$ cat src/rtl/fp_pkg.sv
// Floating-point format, sequencer states and classification helpers
// shared by the add/subtract sequencer and its datapath.
package fp;

    localparam int EXP_BITS      = 8;
    localparam int FRACTION_BITS = 23;

    typedef struct packed {
        logic                     sign;
        logic [EXP_BITS-1:0]      exp;
        logic [FRACTION_BITS-1:0] frac;
    } float;

    localparam logic [EXP_BITS-1:0] EXP_MAX = '1;
    localparam float QNAN = '{sign: 1'b0, exp: EXP_MAX,
                              frac: {1'b1, {(FRACTION_BITS-1){1'b0}}}};

    typedef enum logic [2:0] {IDLE, SWAP, ALIGN, SUM, NORM, DONE} seq_state_t;

    function automatic logic is_nan(input float x);
        return (x.exp == EXP_MAX) && (x.frac != '0);
    endfunction

    function automatic logic is_inf(input float x);
        return (x.exp == EXP_MAX) && (x.frac == '0);
    endfunction

    // Denormals are flushed, so any zero exponent counts as zero.
    function automatic logic is_zero(input float x);
        return x.exp == '0;
    endfunction

endpackage

$ cat src/rtl/fp_add_datapath.sv
// Significand/exponent registers for one add/subtract, with a single adder
// and a single 1-bit normalize shifter steered by the sequencer's enables.
module fp_add_datapath
    import fp::*;
(
    input  logic                     clk,
    input  logic                     rst_n,
    input  logic                     load,
    input  logic                     align_shift,
    input  logic                     align_clear,
    input  logic                     sum_en,
    input  logic                     norm_right,
    input  logic                     norm_left,
    input  float                     op_a,
    input  float                     op_b,
    output logic [EXP_BITS-1:0]      d,
    output logic [FRACTION_BITS:0]   small_sig,
    output logic [FRACTION_BITS+1:0] sum,
    output logic [EXP_BITS-1:0]      exp,
    output logic                     sign
);

    logic [FRACTION_BITS:0]   big_sig;
    logic                     eff_sub;
    logic                     a_big;
    float                     big_op;
    float                     small_op;
    logic [FRACTION_BITS+1:0] adder_out;
    logic [FRACTION_BITS+1:0] shift_out;

    function automatic logic [FRACTION_BITS:0] sig_of(input float x);
        return is_zero(x) ? '0 : {1'b1, x.frac};
    endfunction

    always_comb begin
        a_big     = {op_a.exp, op_a.frac} >= {op_b.exp, op_b.frac};
        big_op    = a_big ? op_a : op_b;
        small_op  = a_big ? op_b : op_a;
        adder_out = eff_sub ? ({1'b0, big_sig} - {1'b0, small_sig})
                            : ({1'b0, big_sig} + {1'b0, small_sig});
        shift_out = norm_right ? {1'b0, sum[FRACTION_BITS+1:1]}
                               : {sum[FRACTION_BITS:0], 1'b0};
    end

    // Big is never smaller than small, so the difference cannot go negative.
    always_ff @(posedge clk or negedge rst_n) begin
        if (!rst_n) begin
            big_sig   <= '0;
            small_sig <= '0;
            d         <= '0;
            sum       <= '0;
            exp       <= '0;
            sign      <= 1'b0;
            eff_sub   <= 1'b0;
        end else begin
            if (load) begin
                big_sig   <= sig_of(big_op);
                small_sig <= sig_of(small_op);
                d         <= big_op.exp - small_op.exp;
                exp       <= big_op.exp;
                sign      <= big_op.sign;
                eff_sub   <= op_a.sign ^ op_b.sign;
            end else if (align_clear) begin
                small_sig <= '0;
            end else if (align_shift) begin
                small_sig <= small_sig >> 1;
                d         <= d - EXP_BITS'(1);
            end
            if (sum_en) begin
                sum <= adder_out;
            end else if (norm_right) begin
                sum <= shift_out;
                exp <= exp + EXP_BITS'(1);
            end else if (norm_left) begin
                sum <= shift_out;
                exp <= exp - EXP_BITS'(1);
            end
        end
    end

endmodule

$ cat src/rtl/fp_add_sequencer.sv
// Multi-cycle floating-point add/subtract: captures operands, resolves
// specials, then walks the shared datapath through align, sum and normalize.
module fp_add_sequencer
    import fp::*;
#(
    parameter int ALIGN_SHORTCUT = 1
) (
    input  logic clk,
    input  logic rst_n,
    input  logic in_valid,
    output logic in_ready,
    input  float a,
    input  float b,
    input  logic sub,
    output logic out_valid,
    input  logic out_ready,
    output float result,
    output logic busy
);

    seq_state_t               state;
    float                     op_a;
    float                     op_b;
    logic [EXP_BITS-1:0]      d;
    logic [FRACTION_BITS:0]   small_sig;
    logic [FRACTION_BITS:0]   small_shifted;
    logic [FRACTION_BITS+1:0] sum;
    logic [EXP_BITS-1:0]      exp;
    logic [EXP_BITS-1:0]      exp_inc;
    logic [EXP_BITS-1:0]      exp_dec;
    logic                     sign;
    logic                     shortcut;
    logic                     align_last;
    logic                     load, align_shift, align_clear, sum_en, norm_right, norm_left;

    fp_add_datapath datapath (
        .clk(clk), .rst_n(rst_n), .load(load), .align_shift(align_shift),
        .align_clear(align_clear), .sum_en(sum_en), .norm_right(norm_right),
        .norm_left(norm_left), .op_a(op_a), .op_b(op_b), .d(d),
        .small_sig(small_sig), .sum(sum), .exp(exp), .sign(sign)
    );

    // A shift of F+1 or more clears the whole significand, so skip the walk.
    always_comb begin
        shortcut      = (ALIGN_SHORTCUT != 0) && (d > EXP_BITS'(FRACTION_BITS));
        small_shifted = small_sig >> 1;
        align_last    = (d == EXP_BITS'(1)) || (small_shifted == '0);
        exp_inc       = exp + EXP_BITS'(1);
        exp_dec       = exp - EXP_BITS'(1);
        load          = (state == SWAP);
        align_clear   = (state == ALIGN) && shortcut;
        align_shift   = (state == ALIGN) && !shortcut;
        sum_en        = (state == SUM);
        norm_right    = (state == NORM) && sum[FRACTION_BITS+1];
        norm_left     = (state == NORM) && (sum != '0) && !sum[FRACTION_BITS+1]
                        && !sum[FRACTION_BITS];
    end

    always_ff @(posedge clk or negedge rst_n) begin
        if (!rst_n) begin
            state     <= IDLE;
            in_ready  <= 1'b1;
            out_valid <= 1'b0;
            busy      <= 1'b0;
            result    <= '0;
            op_a      <= '0;
            op_b      <= '0;
        end else begin
            case (state)
                IDLE: if (in_valid) begin
                    op_a     <= a;
                    op_b     <= '{sign: b.sign ^ sub, exp: b.exp, frac: b.frac};
                    state    <= SWAP;
                    in_ready <= 1'b0;
                    busy     <= 1'b1;
                end
                SWAP: begin
                    state     <= DONE;
                    out_valid <= 1'b1;
                    if (is_nan(op_a) || is_nan(op_b)) begin
                        result <= QNAN;
                    end else if (is_inf(op_a) && is_inf(op_b) && (op_a.sign != op_b.sign)) begin
                        result <= QNAN;
                    end else if (is_inf(op_a)) begin
                        result <= op_a;
                    end else if (is_inf(op_b)) begin
                        result <= op_b;
                    end else if (is_zero(op_a) && is_zero(op_b)) begin
                        result <= '{sign: op_a.sign & op_b.sign, exp: '0, frac: '0};
                    end else begin
                        out_valid <= 1'b0;
                        state     <= (op_a.exp == op_b.exp) ? SUM : ALIGN;
                    end
                end
                ALIGN: if (shortcut || align_last) state <= SUM;
                SUM: state <= NORM;
                NORM: begin
                    state     <= DONE;
                    out_valid <= 1'b1;
                    if (sum == '0) begin
                        result <= '0;
                    end else if (sum[FRACTION_BITS+1]) begin
                        if (exp_inc == EXP_MAX)
                            result <= '{sign: sign, exp: EXP_MAX, frac: '0};
                        else
                            result <= '{sign: sign, exp: exp_inc, frac: sum[FRACTION_BITS:1]};
                    end else if (sum[FRACTION_BITS]) begin
                        result <= '{sign: sign, exp: exp, frac: sum[FRACTION_BITS-1:0]};
                    end else if (exp_dec == '0) begin
                        result <= '{sign: sign, exp: '0, frac: '0};
                    end else begin
                        state     <= NORM;
                        out_valid <= 1'b0;
                    end
                end
                DONE: if (out_ready) begin
                    out_valid <= 1'b0;
                    in_ready  <= 1'b1;
                    busy      <= 1'b0;
                    state     <= IDLE;
                end
                default: state <= IDLE;
            endcase
        end
    end

endmodule
$ cat config.mk
export PLATFORM = sky130hd
export DESIGN_NAME = fp_add_sequencer
export DESIGN_NICKNAME = d
export VERILOG_FILES = /design/src/rtl/fp_pkg.sv /design/src/rtl/fp_add_datapath.sv /design/src/rtl/fp_add_sequencer.sv
export SDC_FILE = /design/constraint.sdc
export NUM_CORES = 1
export LEC_CHECK = 0
export CAP_MARGIN = 0
export CORE_MARGIN = 10
export CORE_UTILIZATION = 40
export DETAILED_ROUTE_END_ITERATION = 6
export GPL_TIMING_DRIVEN = 0
export PLACE_DENSITY_LB_ADDON = 0.12
export SETUP_SLACK_MARGIN = 0.02
export SKIP_CTS_REPAIR_TIMING = 1
export SYNTH_ARGS = -nofsm -noshare
export SYNTH_HDL_FRONTEND = slang
export SYNTH_HIERARCHICAL = 1
export SYNTH_SLANG_ARGS = --single-unit
$ cat constraint.sdc
create_clock -name clk -period 3.66 [get_ports clk]
set_input_delay 1.098 -clock clk [delete_from_list [all_inputs] [get_ports clk]]
set_output_delay 1.098 -clock clk [all_outputs]
set_load 0.02 [all_outputs]
After elaboration in Yosys (flattened, before gate mapping) --
Cells that the tools add are included.
Storage, ports and cells: register bits 193, latch bits 0, memory bits (writable) 0, bits in read-only memories 0, input bits 69, output and inout port bits 35, word-level logic and storage cells 152, memories 0
Operators by class: $add $sub $neg 6, multiply operators 0, divide/modulo/power cells 0, magnitude comparators 2, equal/unequal tests 17, shifts and indexed selects 0, mux-type cells 60, bitwise gates (word level) 3, reduce and logical (&&, ||, !) cells 44
Operators with widths (count):
- two-way mux 32 bit | 10
- two-way mux 25 bit | 5
- two-way mux 24 bit | 5
- one-hot mux 32 bit (2 select lines) | 1
- two-way mux 31 bit | 2
- two-way mux 8 bit | 7
- zero test 23 bit | 2
- nonzero test 23 bit | 2
- zero test 8 bit | 5
- >= comparator 31 bit | 1
- adder 24 x 24 -> 25 bit | 1
- zero test 25 bit | 1
- nonzero test 25 bit | 1
- subtractor 24 x 24 -> 25 bit | 1
- == test 8 bit, second input constant | 3
- zero test 24 bit | 1
- two-way mux 3 bit | 8
- two-way mux 1 bit | 18
- one-hot mux 3 bit (6 select lines) | 1
- subtractor 8 x 1 -> 8 bit, second input constant | 2
- logical AND 1 bit | 13
- AND reduction 3 bit | 3
- nonzero test 3 bit | 3
- adder 8 x 1 -> 8 bit, second input constant | 1
- other kinds (21) | 35

Longest topological paths before layout --
Gate-level depths: netlist of the first run.
depth in word-level cells 8, depth in mapped cells 17, gate-level depth less buffers 17

By module --
Netlist of the first run, hierarchy kept.
Modules (own cells, without submodules):
- fp_add_datapath | times used 1, cells an instance 943, area an instance 7704.9 um^2, sequential area each 2277.2 um^2
- fp_add_sequencer | times used 1, cells an instance 481, area an instance 5052.3 um^2, sequential area each 2553.7 um^2

Worst setup path before layout of the first run --
No wires, ideal clock.
path type register to register, start point register datapath.small_sig[1], end point register datapath.sum[23], setup time 0.118 ns, arrival time 3.140 ns, required time 3.542 ns, path slack 0.402 ns, cell stages (with the launch flop) 18, buffers on the path 0, clock period less this slack 3.258 ns, cell sequence dfrtp_1 inv_1 ha_1 nand3_1 nor3_1 nand3b_1 nor3b_1 nor2_1 xnor2_1 ha_1 a21o_1 a21oi_1 nor2_1 a21oi_1 o31ai_1 a211oi_1 xnor2_1 a21o_1
On the way: cells in the longest elaborated chain, start to end 3, elaborated cells between the ends (all ways) 4, those cells by class add/sub: 2; mux: 2
Ends and longest elaborated chain:
- from (decl) | line fp_add_datapath.sv:17 | output logic [FRACTION_BITS:0] small_sig,
- from (signal assigned) | line fp_add_datapath.sv:58 | small_sig <= sig_of(small_op);
- from (signal assigned) | line fp_add_datapath.sv:66 | small_sig <= small_sig >> 1;
- adder 24 x 24 -> 25 bit / subtractor 24 x 24 -> 25 bit (equally long branches) | line fp_add_datapath.sv:40, fp_add_datapath.sv:39
- two-way mux 25 bit (*) | line fp_add_datapath.sv:39 | adder_out = eff_sub ? ({1'b0, big_sig} - {1'b0, small_sig})
- two-way mux 25 bit (*) | line fp_add_datapath.sv:69 | if (sum_en) begin
- to (signal assigned) | line fp_add_datapath.sv:70 | sum <= adder_out;
- to (signal assigned) | line fp_add_datapath.sv:72 | sum <= shift_out;
- to (signal assigned) | line fp_add_datapath.sv:75 | sum <= shift_out;
- to (decl) | line fp_add_datapath.sv:18 | output logic [FRACTION_BITS+1:0] sum,
Every way passes the cells marked *; elsewhere a longest branch is shown, timed or not. A chain may end at the register's enable or synchronous reset.

Worst setup path in the final report of the first run --
start point register datapath.small_sig[1], end point register datapath.sum[17]
Same word-level chain as after synthesis.

==> results of run 1 <==
per-stage QoR:
stage          std cells   util
3_3_place_gp        1929  0.454
6_report            1976  0.484
2_1_floorplan       1424      -
4_1_cts             1961  0.475
5_1_grt             1976  0.484
3_5_place_dp        1930  0.455
cells by family after synthesis:
family,count (synthesis)
AO/OA/AOI/OAI,411
buffers and inverters,135
multiplexers,134
flip-flops,193
adder cells (fa/ha/maj),66
AND/OR/NAND/NOR,427
XOR/XNOR,58
worst min path at each step:
stage	cells past startpoint	endpoint	from
2_1_floorplan	1	datapath/big_sig[10]$_DFFE_PN0P_	datapath/big_sig[10]$_DFFE_PN0P_
3_3_place_gp	2	result[0]$_DFFE_PN0P_	result[0]$_DFFE_PN0P_
3_5_place_dp	2	result[0]$_DFFE_PN0P_	result[0]$_DFFE_PN0P_
4_1_cts	2	result[0]$_DFFE_PN0P_	result[0]$_DFFE_PN0P_
5_1_grt	1	datapath/big_sig[4]$_DFFE_PN0P_	datapath/big_sig[4]$_DFFE_PN0P_
6_report	2	result[0]$_DFFE_PN0P_	result[0]$_DFFE_PN0P_
sequential cells by signal, summed over array words and instances, names as in the netlist:
| name | count |
|---|---|
| op_a | 32 |
| op_b | 32 |
| result | 32 |
| datapath/sum | 25 |
| datapath/big_sig | 24 |
| datapath/small_sig | 24 |
| datapath/d | 8 |
| datapath/exp | 8 |
| state | 3 |
| busy | 1 |
| datapath/eff_sub | 1 |
| datapath/sign | 1 |
| in_ready | 1 |
| out_valid | 1 |
synthesized netlist by cell type, types with 5 or more instances:
| cell type | n |
|---|---|
| or3_1 | 8 |
| o21a_1 | 22 |
| o22ai_1 | 33 |
| a21oi_1 | 150 |
| a31oi_1 | 5 |
| nor3_1 | 27 |
| a21o_1 | 18 |
| buf_1 | 7 |
| nand2_1 | 96 |
| a211oi_1 | 7 |
| nor2_1 | 132 |
| ha_1 | 65 |
| xor2_1 | 26 |
| nor4_1 | 39 |
| buf_2 | 15 |
| o21ai_0 | 94 |
| nor2b_1 | 31 |
| dfrtp_1 | 192 |
| mux2i_1 | 61 |
| and3_1 | 30 |
| inv_1 | 60 |
| nand2b_1 | 8 |
| nand4_1 | 13 |
| o21bai_1 | 9 |
| nand3_1 | 20 |
| o31ai_1 | 7 |
| buf_4 | 5 |
| o2bb2ai_1 | 22 |
| mux2_2 | 70 |
| xnor2_1 | 32 |
| o211ai_1 | 8 |
| clkbuf_1 | 44 |
final cells by class:
type                            instances  area, um2
Timing Repair Buffer                  119       1180
Tap cell                              402        503
Sequential cell                       193       4850
Multi-Input combinational cell       1096       7520
Fill cell                            3068      16200
Clock buffer                           20        457
Inverter                               62        233
Buffer                                 73        334
Clock inverter                         11        175
metal layers:
metal	track usage	vias up	part of all wire
met5	0	-	0
met4	0.0503	0	0.014
met3	0.0382	27	0.050
met2	0.298	210	0.46
met1	0.255	5256	0.48
li1	-	5461	-
worst register-to-register path, cell delays in order, from the launching register on:
cell	delay, ns
dfrtp_2	0.44
inv_2	0.09
ha_4	0.17
nand3_4	0.08
nor3_4	0.20
nand3b_1	0.22
o21bai_1	0.26
xor2_1	0.23
ha_1	0.29
a21o_1	0.17
a21o_1	0.18
a21oi_2	0.14
o21ai_2	0.07
a21oi_2	0.20
buf_4	0.16
o21bai_1	0.05
a21oi_1	0.15
xor2_1	0.17
mux2i_1	0.08
==> impl_metrics.env, run 1 <==
export IMPL_post_route_drc_count=0
export IMPL_cp_required_ns=3.97
export IMPL_vias=11000
export IMPL_stdcell_area_um2=15200
export IMPL_synthAdderAreaFrac=0.0653
export IMPL_place_gp_congestion=0.869
export IMPL_cp_top_family="compound AO/OA/AOI/OAI gates"
export IMPL_reg2reg_setup_slack_ns=0.16
export IMPL_synth_area_leaders="dfrtp_1, ha_1, mux2_2"
export IMPL_dr_pass1_iters=5
export IMPL_post_route_period_util=0.956
export IMPL_cts_root_buffer="clkbuf_16"
export IMPL_grt_antenna_before_repair=0
export IMPL_syn_nets=1559
export IMPL_overflow=0
export IMPL_maxSlewViolCount=0
export IMPL_grt_pass1_vias=10800
export IMPL_status="finished, final reports clean"
export IMPL_hold_viol_final=0
export IMPL_layout_setup_ws_ns=0.161
export IMPL_synth_top_area_cell="dfrtp_1"
export IMPL_synth_top_cell_area_share=0.377
export IMPL_tightest_slew_ns=0.869
export IMPL_async_reset_ff_frac=1.00
export IMPL_clock_path_buffers=2
export IMPL_cts_sinks=193
export IMPL_clk_insertion_delay_late_ns=0.45
export IMPL_grt_usage=0.188
export IMPL_die_area_um2=39400
export IMPL_grt_max_degree=101
export IMPL_crit_path_start="datapath/small_sig[1]$_DFFE_PN0P_"
export IMPL_htreeDepth=4
export IMPL_crit_chain="inv_2 > ha_4 > nand3_4 > nor3_4 > nand3b_1 > o21bai_1 > xor2_1 > ha_1 > a21o_1 > a21o_1 > a21oi_2 > o21ai_2 > a21oi_2 > buf_4 > o21bai_1 > a21oi_1 > xor2_1 > mux2i_1"
export IMPL_fin_setup_tns_ns=0
export IMPL_reg2reg_to="datapath/sum[17]$_DFFE_PN0P_"
export IMPL_synthSimpleGateAreaFrac=0.163
export IMPL_synth_avg_cell_area_um2=8.96
export IMPL_dp_hpwl_mm=28.7
export IMPL_drt_iter0_drc=652
export IMPL_startpoint_type="flip-flop"
export IMPL_dieHeight_um=199
export IMPL_cp_endpoint="datapath/sum[17]$_DFFE_PN0P_"
export IMPL_die_w_um=199
export IMPL_clk_pin_slew_worst_paths_ns=0.07
export IMPL_pin_count=104
export IMPL_crit_cells=18
export IMPL_initial_core_util=0.405
export IMPL_path_buf_inv=2
export IMPL_critPathKind="reg2reg"
export IMPL_final_common_cell="dfrtp_1"
export IMPL_numCtsBuffers=17
export IMPL_slew_headroom=0.416
export IMPL_final_cell_mix="dfrtp_1, a21oi_1, nor2_1, clkdlybuf4s50_1, nand2_1"
export IMPL_synth_top_family_by_area="compound AO/OA/AOI/OAI gates"
export IMPL_via_per_inst=5.54
export IMPL_wl_per_cell_um=18.8
export IMPL_syn2layout_area_growth_pct=19.5
export IMPL_core_area_um2=31500
export IMPL_synth_compound_area_frac=0.197
export IMPL_setup_viol=0
export IMPL_synth_area_mux_share=0.112
export IMPL_ant_nets=0
export IMPL_hold_worst_slack_ns=0.478
export IMPL_r2r_cells=18
export IMPL_end_kind="flip-flop"
export IMPL_diodes=0
export IMPL_reg2reg_from="datapath/small_sig[1]$_DFFE_PN0P_"
export IMPL_synth_seq_area_share=0.379
export IMPL_rows=65
export IMPL_cp_slowest_cell="dfrtp_2"
export IMPL_synthXorXnorAreaFrac=0.0398
export IMPL_timing_final_crit_period_ns=3.50
export IMPL_wl_mm=37.1
export IMPL_io_buffers=103
export IMPL_max_freq_mhz=286
export IMPL_synth_flop_cell="dfrtp_1"
export IMPL_yosysWarnings=6
export IMPL_cts_tree="done"
export IMPL_post_dp_cell_area_um2=14300
export IMPL_grt_pass1_wl_mm=58.9
export IMPL_ys_types=69
export IMPL_drive_above_1_share=0.123
export IMPL_crit_fanout=5
export IMPL_arrival_ns=3.81
export IMPL_netlist_instances=1424
export IMPL_place_ws_ns=-0.223
export IMPL_nets=1697
export IMPL_cap_viol_max_count=0
export IMPL_synth_seq_cells=193
export IMPL_fin_skew_ns=0.0143
export IMPL_hold_path_class="reg2reg"
export IMPL_netlist_area_um2=12800
export IMPL_synth_edff_count=0
export IMPL_slowest_delay_ns=0.44
Power of run 1 is not shown: default switching activity piles up to over one toggle a cycle in this logic, so the estimate is an artifact.
==> run 2: changes to the inputs <==
--- a/config.mk
+++ b/config.mk
@@ -8,6 +8,7 @@
 export CAP_MARGIN = 0
 export CORE_MARGIN = 10
 export CORE_UTILIZATION = 40
+export CTS_CLUSTER_SIZE = 25
 export DETAILED_ROUTE_END_ITERATION = 6
 export GPL_TIMING_DRIVEN = 0
 export PLACE_DENSITY_LB_ADDON = 0.12
==> results of run 2 <==
Same layout as run 1: the final DEF is identical, and so are final timing and power.
Power of run 2 is left out for the same reason.
==> RTL edit (settings of run 1) <==
`EXP_BITS`: 8 -> 9.
--- a/src/rtl/fp_pkg.sv
+++ b/src/rtl/fp_pkg.sv
@@ -2,7 +2,7 @@
 // shared by the add/subtract sequencer and its datapath.
 package fp;
 
-    localparam int EXP_BITS      = 8;
+    localparam int EXP_BITS      = 9;
     localparam int FRACTION_BITS = 23;
 
     typedef struct packed {
Interface: changed (resized a, b and result); port bits go from 104 to 107. No check against the original RTL was run, so the function may have changed too.
==> RTL edit against run 1 <==
The run now ends with setup timing left; critical path depth down 7; area after synthesis up 5.0%; wire length up 13%; sequential cell count up 5; utilization up 2.0 points; cell area up 8.5%; setup slack worse by 0.20 ns; sequential share of layout area down 1.7 points; non-clock buffer count up 50; largest cell class unchanged.
Power is not shown: default switching activity piles up to over one toggle a cycle in this logic, so the estimate is an artifact.
==> RTL edit: results (changes against run 1) <==
| Metric | Value |
|---|---|
| Status | `finished with violations` |
| Violated checks | `setup timing` |
| R2r worst-path depth | `11 (-7)` |
| Worst-path clk slew | `0.08 ns` |
| Global-route wire length before repair | `65000 um (+10%)` |
| GPL Wtd Cong | `0.883 (+1.6%)` |
| Syn nets | `1629 (+4.5%)` |
| Critical path endpoint | `datapath/d[7]$_DFFE_PN0P_` |
| Clock latency on the worst-skew pair | `0.47 ns (+0.02 ns)` |
| ClkCell Share | `3.82% (-0.32 points)` |
| Slew @ Worst Pin | `1.31 ns (+0.439 ns)` |
| Post-synth top cells | `dfrtp_1, nor2_1, a21oi_1` |
| Number of global-route vias before repair | `11478 (+6.7%)` |
| Placed insts | `2040 (+5.7%)` |
| Non-clock inverter count | `69 (+11%)` |
| Clk_skew | `0.0114 ns (-0.00293 ns)` |
| Multi-input gate area | `8170 um^2 (+8.6%)` |
| Hold Slack | `0.477 ns (-0.00156 ns)` |
| Largest net degree at the start of global routing | `108 (+6.9%)` |
| Final Net Count | `1815 (+7.0%)` |
| DR vias | `12023 (+9.8%)` |
| Post-synthesis sequential area ratio | `37.0% (-0.86 points)` |
| FILL cells | `3125 (+1.9%)` |
| Final setup fails | `1 (+1)` |
| Post-Synthesis Cells | `1491 (+4.7%)` |
| HP Start | `result[19]$_DFFE_PN0P_` |
| Synth cell types | `89 (+29%)` |
| Antenna violations before repair | `0 (unchanged)` |
| Initial DRC count | `957 (+47%)` |
| Worst Hold Depth | `2 (unchanged)` |
| Final setup margin | `-0.0367 ns (-0.198 ns)` |
| Worst r2r src | `op_b[26]$_DFFE_PN0P_` |
| Synth top area cells | `dfrtp_1, ha_1, mux2_2` |
| Total number of multi-input combinational cells | `1149 (+4.8%)` |
| WL/cell | `19.7 um (+4.8%)` |
| GRT Total Usage | `19.7% (+0.93 points)` |
| WHS Endpoint | `result[19]$_DFFE_PN0P_` |
| Port bufs | `106 (+2.9%)` |
| Share of layout cells above drive strength 1 | `19.1% (+6.8 points)` |
| Seq area share | `30.1% (-1.7 points)` |
| Non-CTS buffers | `242 (+26%)` |
| Post-DP HPWL | `31500 um (+9.5%)` |
| Clock buffer cells | `17 (-15%)` |
| Biggest regs | `op_a: 33 flops, op_b: 33 flops, result: 33 flops` |
| Data buffer area share | `11.7% (+1.8 points)` |
| FF+latch count, synth | `198 (+2.6%)` |
| CP max FO | `6 (+1)` |
| Vias per cell | `5.64 (+1.7%)` |
| Hold crit path type | `register to register` |
| Clk root buf | `clkbuf_16` |
| WP data arrival | `4.05 ns (+0.24 ns)` |
## RTL edit: cell count changes in the layout (fill, tap and decap cells not counted), sizes merged, moves of 8 or more
cell and change:
a22oi +17, a31oi +9, and3 -24, buf +39, inv +9, mux2i -25, nand2 +19, nor2 +22
nor3 +8, o21ai -11, o22a +12, xnor2 +16
## RTL edit: critical path: stages, from the launching register on
cell and delay [ns]:
dfrtp_2 0.46, inv_2 0.09, ha_4 0.29, nand4_1 0.20
nor4_4 0.40, o2111ai_4 0.20, a31oi_4 0.42, nor4_1 0.15
or3_4 0.40, o2111a_1 0.26, or4_1 0.53, a31o_1 0.19
## RTL edit: layer usage
layer	GRT usage [%]	vias up	share of wire [%]
li1	-	5825	-
met5	0	-	0
met2	30.7	364	45
met4	5.49	0	2.4
met1	27.2	5775	47
met3	3.90	59	5.5
## RTL edit: cell families (layout without fill, tap and decap cells)
kind of cell,Yosys count,count (layout),share of synthesized area [%]
adder cells (fa/ha/maj),67,67,6.32
flip-flops,198,198,37.0
AO/OA/AOI/OAI,445,445,22.1
XOR/XNOR,70,70,4.58
AND/OR/NAND/NOR,465,465,17.1
multiplexers,102,102,8.24
buffers and inverters,144,343,4.62
## RTL edit: stage by stage
| step | cell area [um^2] | TNS [ns] | worst slack (ns) | util [%] |
|---|---|---|---|---|
| floorplan | 13400 | 0 | 0.0578 | - |
| global placement | 15000 | -1429.75 | -7.16 | 45.8 |
| detailed placement | 15000 | -21.30 | -0.692 | 45.9 |
| CTS | 15700 | -23.06 | -0.728 | 47.8 |
| global route | 16500 | -0.743 | -0.139 | 50.5 |
| finish | 16500 | -0.0367 | -0.0367 | 50.5 |
